$ cat config.mk
export PLATFORM = sky130hd
export DESIGN_NAME = div_arbiter_flat
export DESIGN_NICKNAME = d
export VERILOG_FILES = /design/src/rtl/div_arbiter_if.sv /design/src/rtl/div_arbiter.sv /design/src/flat_wrapper.sv
export SDC_FILE = /design/constraint.sdc
export NUM_CORES = 1
export LEC_CHECK = 0
export CAP_MARGIN = 15
export CORE_MARGIN = 2
export CORE_UTILIZATION = 42
export DETAILED_ROUTE_END_ITERATION = 10
export PLACE_DENSITY = 0.87
export SYNTH_ARGS = -nofsm -noshare
export SYNTH_HDL_FRONTEND = slang
export SYNTH_SLANG_ARGS = --single-unit
$ cat constraint.sdc
create_clock -name i_clk -period 4.65 [get_ports i_clk]
set_clock_uncertainty 0.15 [all_clocks]
set_input_delay 1.1625 -clock i_clk [delete_from_list [all_inputs] [get_ports i_clk]]
set_output_delay 1.1625 -clock i_clk [all_outputs]
set_load 0.05 [all_outputs]
$ cat src/rtl/div_arbiter_if.sv
// Handshake bundle between div_arbiter, its requesters and the shared divider.
// slave = arbiter side, master = requester/divider side.
`timescale 1ns/1ps
interface div_arbiter_if #(
    parameter int NREQ  = 4,
    parameter int WIDTH = 16
);
    logic [NREQ-1:0]             i_req;
    logic [NREQ-1:0][WIDTH-1:0] i_num;
    logic [NREQ-1:0][WIDTH-1:0] i_denom;
    logic [NREQ-1:0]             o_ack;
    logic [WIDTH-1:0]            o_result;
    logic                        o_dz;
    logic                        o_err;
    logic                        o_busy;
    logic [WIDTH-1:0]            o_div_num;
    logic [WIDTH-1:0]            o_div_denom;
    logic                        o_div_start;
    logic [WIDTH-1:0]            i_div_result;
    logic                        i_div_done;
    logic                        i_div_valid;

    modport slave (
        input  i_req, i_num, i_denom,
        input  i_div_result, i_div_done, i_div_valid,
        output o_ack, o_result, o_dz, o_err, o_busy,
        output o_div_num, o_div_denom, o_div_start
    );

    modport master (
        output i_req, i_num, i_denom,
        output i_div_result, i_div_done, i_div_valid,
        input  o_ack, o_result, o_dz, o_err, o_busy,
        input  o_div_num, o_div_denom, o_div_start
    );
endinterface

$ cat src/rtl/div_arbiter.sv
// Round-robin scheduler sharing one fixed-point divider among NREQ requesters.
// Zero denominators are answered with a saturated quotient without the divider.
`timescale 1ns/1ps
module div_arbiter #(
    parameter int NREQ  = 4,
    parameter int WIDTH = 16,
    parameter int QBITS = 8
) (
    input  logic         i_clk,
    input  logic         i_rst,
    div_arbiter_if.slave bus
);
    localparam int PW = (NREQ > 1) ? $clog2(NREQ) : 1;
    localparam logic [WIDTH-1:0] SAT_POS = {1'b0, {(WIDTH-1){1'b1}}};
    localparam logic [WIDTH-1:0] SAT_NEG = {1'b1, {(WIDTH-1){1'b0}}};
    localparam logic [NREQ-1:0]  ONE_HOT0 = {{(NREQ-1){1'b0}}, 1'b1};

    // QBITS only configures the divider; reject a setting it cannot honour.
    if (QBITS >= WIDTH || NREQ < 2) begin : g_param_check
        $error("div_arbiter: need NREQ>=2 and QBITS<WIDTH");
    end

    typedef enum logic [2:0] {
        S_IDLE,
        S_ISSUE,
        S_DELAY,
        S_WAIT,
        S_RESPOND
    } state_t;

    state_t           state_q, state_d;
    logic [PW-1:0]    ptr_q, ptr_d;
    logic [PW-1:0]    gnt_q, gnt_d;
    logic [WIDTH-1:0] num_q, num_d;
    logic [WIDTH-1:0] denom_q, denom_d;
    logic [WIDTH-1:0] result_q, result_d;
    logic             dz_q, dz_d;
    logic             err_q, err_d;

    logic             pick_vld;
    logic [PW-1:0]    pick_idx;
    logic [PW:0]      cand_sum;
    logic [PW-1:0]    cand;

    // Round-robin search: first requester at or after ptr, wrapping mod NREQ.
    always_comb begin
        pick_vld = 1'b0;
        pick_idx = '0;
        cand_sum = '0;
        cand     = '0;
        for (int j = 0; j < NREQ; j++) begin
            cand_sum = {1'b0, ptr_q} + (PW+1)'(j);
            if (cand_sum >= (PW+1)'(NREQ)) begin
                cand_sum = cand_sum - (PW+1)'(NREQ);
            end
            cand = cand_sum[PW-1:0];
            if (!pick_vld && bus.i_req[cand]) begin
                pick_vld = 1'b1;
                pick_idx = cand;
            end
        end
    end

    // Next-state logic for the grant/issue/wait/respond sequence.
    always_comb begin
        state_d  = state_q;
        ptr_d    = ptr_q;
        gnt_d    = gnt_q;
        num_d    = num_q;
        denom_d  = denom_q;
        result_d = result_q;
        dz_d     = dz_q;
        err_d    = err_q;
        unique case (state_q)
            S_IDLE: begin
                if (pick_vld) begin
                    gnt_d   = pick_idx;
                    num_d   = bus.i_num[pick_idx];
                    denom_d = bus.i_denom[pick_idx];
                    state_d = S_ISSUE;
                end
            end
            S_ISSUE: begin
                if (denom_q == '0) begin
                    result_d = num_q[WIDTH-1] ? SAT_NEG : SAT_POS;
                    dz_d     = 1'b1;
                    err_d    = 1'b0;
                    state_d  = S_RESPOND;
                end else begin
                    state_d = S_DELAY;
                end
            end
            S_DELAY: begin
                // Divider's done is not trustworthy in the cycle after start.
                state_d = S_WAIT;
            end
            S_WAIT: begin
                if (bus.i_div_done) begin
                    result_d = bus.i_div_result;
                    err_d    = ~bus.i_div_valid;
                    dz_d     = 1'b0;
                    state_d  = S_RESPOND;
                end
            end
            S_RESPOND: begin
                ptr_d   = (gnt_q == PW'(NREQ-1)) ? '0 : gnt_q + PW'(1);
                state_d = S_IDLE;
            end
            default: begin
                state_d = S_IDLE;
            end
        endcase
    end

    // State and datapath registers; reset abandons any in-flight divide.
    always_ff @(posedge i_clk or posedge i_rst) begin
        if (i_rst) begin
            state_q  <= S_IDLE;
            ptr_q    <= '0;
            gnt_q    <= '0;
            num_q    <= '0;
            denom_q  <= '0;
            result_q <= '0;
            dz_q     <= 1'b0;
            err_q    <= 1'b0;
        end else begin
            state_q  <= state_d;
            ptr_q    <= ptr_d;
            gnt_q    <= gnt_d;
            num_q    <= num_d;
            denom_q  <= denom_d;
            result_q <= result_d;
            dz_q     <= dz_d;
            err_q    <= err_d;
        end
    end

    assign bus.o_ack       = (state_q == S_RESPOND) ? (ONE_HOT0 << gnt_q) : '0;
    assign bus.o_result    = result_q;
    assign bus.o_dz        = (state_q == S_RESPOND) && dz_q;
    assign bus.o_err       = (state_q == S_RESPOND) && err_q;
    assign bus.o_busy      = (state_q != S_IDLE);
    assign bus.o_div_num   = num_q;
    assign bus.o_div_denom = denom_q;
    assign bus.o_div_start = (state_q == S_ISSUE) && (denom_q != '0);

endmodule
$ cat src/flat_wrapper.sv
// flat-port wrapper written by rule: the top's interface ports become plain ports
module div_arbiter_flat 
#(
    parameter int NREQ  = 4,
    parameter int WIDTH = 16,
    parameter int QBITS = 8
)
  (i_clk, i_rst, bus_i_req, bus_i_num, bus_i_denom, bus_i_div_result, bus_i_div_done, bus_i_div_valid, bus_o_ack, bus_o_result, bus_o_dz, bus_o_err, bus_o_busy, bus_o_div_num, bus_o_div_denom, bus_o_div_start);
  div_arbiter_if #(.NREQ(NREQ), .WIDTH(WIDTH)) bus_i ();
  input  logic i_clk;
  input  logic i_rst;
  input wire logic [$bits(bus_i.i_req)-1:0] bus_i_req;
  input wire logic [$bits(bus_i.i_num)-1:0] bus_i_num;
  input wire logic [$bits(bus_i.i_denom)-1:0] bus_i_denom;
  input wire logic [$bits(bus_i.i_div_result)-1:0] bus_i_div_result;
  input wire logic [$bits(bus_i.i_div_done)-1:0] bus_i_div_done;
  input wire logic [$bits(bus_i.i_div_valid)-1:0] bus_i_div_valid;
  output wire logic [$bits(bus_i.o_ack)-1:0] bus_o_ack;
  output wire logic [$bits(bus_i.o_result)-1:0] bus_o_result;
  output wire logic [$bits(bus_i.o_dz)-1:0] bus_o_dz;
  output wire logic [$bits(bus_i.o_err)-1:0] bus_o_err;
  output wire logic [$bits(bus_i.o_busy)-1:0] bus_o_busy;
  output wire logic [$bits(bus_i.o_div_num)-1:0] bus_o_div_num;
  output wire logic [$bits(bus_i.o_div_denom)-1:0] bus_o_div_denom;
  output wire logic [$bits(bus_i.o_div_start)-1:0] bus_o_div_start;
  assign bus_i.i_req = bus_i_req;
  assign bus_i.i_num = bus_i_num;
  assign bus_i.i_denom = bus_i_denom;
  assign bus_i.i_div_result = bus_i_div_result;
  assign bus_i.i_div_done = bus_i_div_done;
  assign bus_i.i_div_valid = bus_i_div_valid;
  assign bus_o_ack = bus_i.o_ack;
  assign bus_o_result = bus_i.o_result;
  assign bus_o_dz = bus_i.o_dz;
  assign bus_o_err = bus_i.o_err;
  assign bus_o_busy = bus_i.o_busy;
  assign bus_o_div_num = bus_i.o_div_num;
  assign bus_o_div_denom = bus_i.o_div_denom;
  assign bus_o_div_start = bus_i.o_div_start;
  div_arbiter #(.NREQ(NREQ), .WIDTH(WIDTH), .QBITS(QBITS)) u_core (.i_clk(i_clk), .i_rst(i_rst), .bus(bus_i));
endmodule
==> qor.log <==
qor: placed_design.dp_cells 684
qor: pwr.p_clk_frac 0.142
qor: synthesis.avg_inst_size_synth 9.15 µm²
qor: global_routing.grt_antenna_before_repair 0
qor: final_layout.final_layout_size_suffix_gt1_frac 0.0658
qor: detailed_routing.antenna_violating_nets_post_route 0
qor: timing.hold_viol_final 0
qor: setup_path.largest_fanout_on_the_critical_path 9
qor: setup_path.path_buf_inv 1
qor: synthesis.synthDistinctLibCells 40
qor: setup_path.max_stage_delay_cell_worst_path clkdlybuf4s50_1
qor: placed_design.gp_routability_congestion 0.834
qor: pwr.power.ir.vdd_worst 0.340 mV
qor: clocking.cts_tree built
qor: timing.final_period_utilization 0.825
qor: synthesis.synth_sequential_area_ratio 0.387
qor: floorplan.core_area 8640 µm²
qor: floorplan.die_h 97.7 µm
qor: setup_path.crit_required 3340 ps
qor: clocking.cts_inserted_buffers 9
qor: clocking.resized_gates_after_cts 0
qor: placed_design.place.port_buffers 207
qor: timing.post-route-min-period 3830 ps
qor: floorplan.initial_utilization 0.427
qor: detailed_routing.totalWireLength 13,300 µm
qor: status.result_of_the_run complete, no violations
qor: setup_path.critical_path.startpoint_type register
qor: setup_path.timing.critical_path.cells nor3b_1 > and2_1 > clkdlybuf4s50_1
qor: timing.setup-violations-final 0
qor: pwr.total_switching_power 1.97 mW
qor: placed_design.hpwlAfterDp 9520 µm
qor: detailed_routing.drcViolationCount 0
qor: detailed_routing.drt-wirelength-per-cell 18.9 µm
qor: clocking.clock_sink_count 57
qor: clocking.ctsLongestPathBuffers 2
qor: job.maxCapViolations 0
qor: pwr.comb_power_share 0.627
qor: synthesis.postSynthRegisterBits 57
qor: timing.setup-tns-final 0 ps
qor: setup_path.critPathTopFamily simple AND/OR/NAND/NOR gates
qor: pwr.internal_power 2.00 mW
qor: global_routing.grt_first_pass_wirelength 20,600 µm
qor: clocking.worstSkewPairLatency 320 ps
qor: global_routing.grt_use_total 0.267
qor: timing.final-max-slew-violation-count 0
qor: global_routing.grt_start_max_net_pins 68
qor: clocking.cts_max_level 3
qor: detailed_routing.detail_route.vias_per_cell 5.88
qor: timing.tightest_slew 969 ps
qor: floorplan.rows 34
qor: timing.maxSlewHeadroom 0.351
qor: floorplan.design.portCount 208
qor: timing.rsz0062_at_grt no
qor: clocking.clock_slew_seen_by_the_registers_of_the_worst_setup_and_hold_paths 60 ps
qor: final_layout.n_antenna_cell 0
qor: timing.timing.hold.ws 339 ps
qor: synthesis.post_synth_inst_count 403
qor: setup_path.rrSetupSlack 2240 ps
qor: detailed_routing.drtIter0Drc 218
qor: synthesis.synth_nets 559
qor: pwr.power.share.switching 0.496
qor: final_layout.num-nets-final 744
qor: global_routing.number_of_global_route_vias_before_repair 4,291
qor: pwr.seqPwrFrac 0.230
qor: clocking.postCtsSetupRepairBufs 0
qor: final_layout.instances_no_fill 701
qor: synthesis.yosys_warnings 0
qor: clocking.post_cts_hold_fix_bufs 0
qor: pwr.power.density 655 nW/µm²
qor: clocking.cts.root.buffer_cell clkbuf_8
qor: setup_path.worst_setup_path_end_kind output port
qor: setup_path.critPathMaxStageDelay 820 ps
qor: setup_path.timing.critical_path.arrival 2520 ps
qor: floorplan.floorplan.die.width 97.7 µm
qor: synthesis.synth_area 3690 µm²
qor: detailed_routing.drt_pre_antenna_iters 4
qor: floorplan.fp.dieArea 9550 µm²
qor: final_layout.fillerInstances 655
qor: final_layout.flow.area_growth_from_synthesis 64.3%
qor: detailed_routing.detailroute.via_count 4,119
qor: hold_path.holdCritPathClass register to register
qor: setup_path.critical_setup_path_kind register to output port
qor: timing.max_freq 261 MHz
qor: global_routing.grt_overflow_total 0
qor: pwr.total_leakage_power 2.38 nW
## per-stage QoR
| step | area, µm² | setup slack, ps | total power [mW] | util |
|---|---|---|---|---|
| 6_report | 6060 | 816 | 3.97 | 0.702 |
| 5_1_grt | 6060 | 615 | 4.18 | 0.702 |
| 4_1_cts | 6030 | 785 | 3.97 | 0.699 |
| 3_5_place_dp | 5790 | 1070 | 3.39 | 0.670 |
| 3_3_place_gp | 5790 | 1120 | 3.32 | 0.670 |
| 2_1_floorplan | 3690 | 1700 | 2.57 | - |
## final timing paths
path	end	depth (start not counted)	from
worst min-delay path	u_core.dz_q	2	u_core.dz_q
min in group asynchronous	u_core.bus.o_div_denom[2]	2	i_rst
worst max register to register	u_core.bus.o_div_num[5]	6	u_core.ptr_q[1]
max in group asynchronous	u_core.bus.o_result[10]	3	i_rst
worst max-delay path	bus_o_ack[2]	3	u_core.state_q[0]
worst min register to register	u_core.dz_q	2	u_core.dz_q
## cells in the final DEF, fill, tap and decap left out, types with 3 or more instances in the layout
| cell | Yosys | layout |
|---|---|---|
| a211o_1 | 32 | 32 |
| a21oi_1 | 34 | 34 |
| nand4_1 | 33 | 33 |
| mux2_2 | 3 | 3 |
| nor2b_1 | 3 | 3 |
| nor4_1 | 4 | 4 |
| buf_4 | 1 | 7 |
| ha_1 | 4 | 4 |
| mux2i_1 | 33 | 33 |
| nor2_1 | 21 | 20 |
| inv_1 | 6 | 5 |
| o211ai_1 | 32 | 32 |
| o31ai_1 | 32 | 32 |
| dfrtp_1 | 57 | 57 |
| nand2_1 | 38 | 37 |
| and2_1 | 6 | 6 |
| clkbuf_8 | 0 | 10 |
| clkdlybuf4s50_1 | 0 | 207 |
| bufinv_16 | 0 | 3 |
## worst reg2reg max path, stage by stage, from the launching register on
cell      delay [ps]
dfrtp_1          470
mux2i_2          320
nor2_4            60
nor3_4           580
buf_12           290
mux2i_1          290
o211ai_1         110
## synth_stat cells
library cell  number  area share
dfrtp_1           57        0.39
nand2_1           38       0.039
a21oi_1           34       0.046
mux2i_1           33       0.090
nand4_1           33       0.056
a211o_1           32       0.076
o211ai_1          32       0.065
o31ai_1           32       0.065
buf_2             21       0.028
nor2_1            21       0.021
clkbuf_1          16       0.016
and2_1             6       0.010
inv_1              6      0.0061
ha_1               4       0.014
nor4_1             4      0.0068
buf_6              3      0.0092
mux2_2             3      0.0092
nor2b_1            3      0.0051
o21ai_0            2      0.0027
o21ai_1            2      0.0027
or2_2              2      0.0034
a21o_1             1      0.0020
a21oi_2            1      0.0024
a31oi_1            1      0.0017
and3b_1            1      0.0024
buf_1              1      0.0010
buf_4              1      0.0020
clkbuf_2           1      0.0014
mux2i_2            1      0.0037
nand2b_1           1      0.0017
nand3_1            1      0.0014
nand3b_1           1      0.0020
nor2_4             1      0.0031
nor3_1             1      0.0014
nor3_4             1      0.0044
nor3b_1            1      0.0020
o21a_1             1      0.0020
o22ai_1            1      0.0017
o22ai_2            1      0.0034
or4_1              1      0.0020
## power by group through the flow
stage	logic (mW)	clock network (mW)	registers [mW]
final	2.49	0.565	0.914
after global routing	2.63	0.597	0.945
after CTS	2.48	0.574	0.913
after detailed placement	2.48	0	0.918
after global placement	2.41	0	0.906
after floorplan	0.988	0	1.58
## cell type report
cell class	count	area, µm²	area share
Clock inverter	5	103	0.0169
Clock buffer	11	141	0.0233
Multi-Input combinational cell	297	2040	0.337
Tap cell	108	135	0.0223
Inverter	6	22.5	0.00372
Sequential cell	57	1430	0.235
Timing Repair Buffer	217	2190	0.362
## metal layers
metal	routed length, µm	global-route usage	part of all wire	vias up
li1	-	-	-	1905
met4	367	0.111	0.028	0
met3	949	0.0568	0.072	28
met5	0	0	0	-
met2	6940	0.495	0.52	214
met1	5010	0.295	0.38	1972
## cells by family (layout without fill, tap and decap cells)
logic type / after synthesis / after routing / synth area share
buf+inv: 49 / 239 / 0.0644
compound gates: 140 / 140 / 0.271
fa+ha+maj: 4 / 4 / 0.0136
mux: 37 / 37 / 0.102
simple gates: 116 / 116 / 0.162
flops: 57 / 57 / 0.387
## registers in the layout (all words and copies together) (netlist names)
register                cells
u_core.ptr_q                2
u_core.gnt_q                2
u_core.bus.o_div_num       16
u_core.err_q                1
u_core.bus.o_div_denom     16
u_core.bus.o_result        16
u_core.dz_q                 1
u_core.state_q              3
No activity file was read; power rests on OpenSTA's default activity.
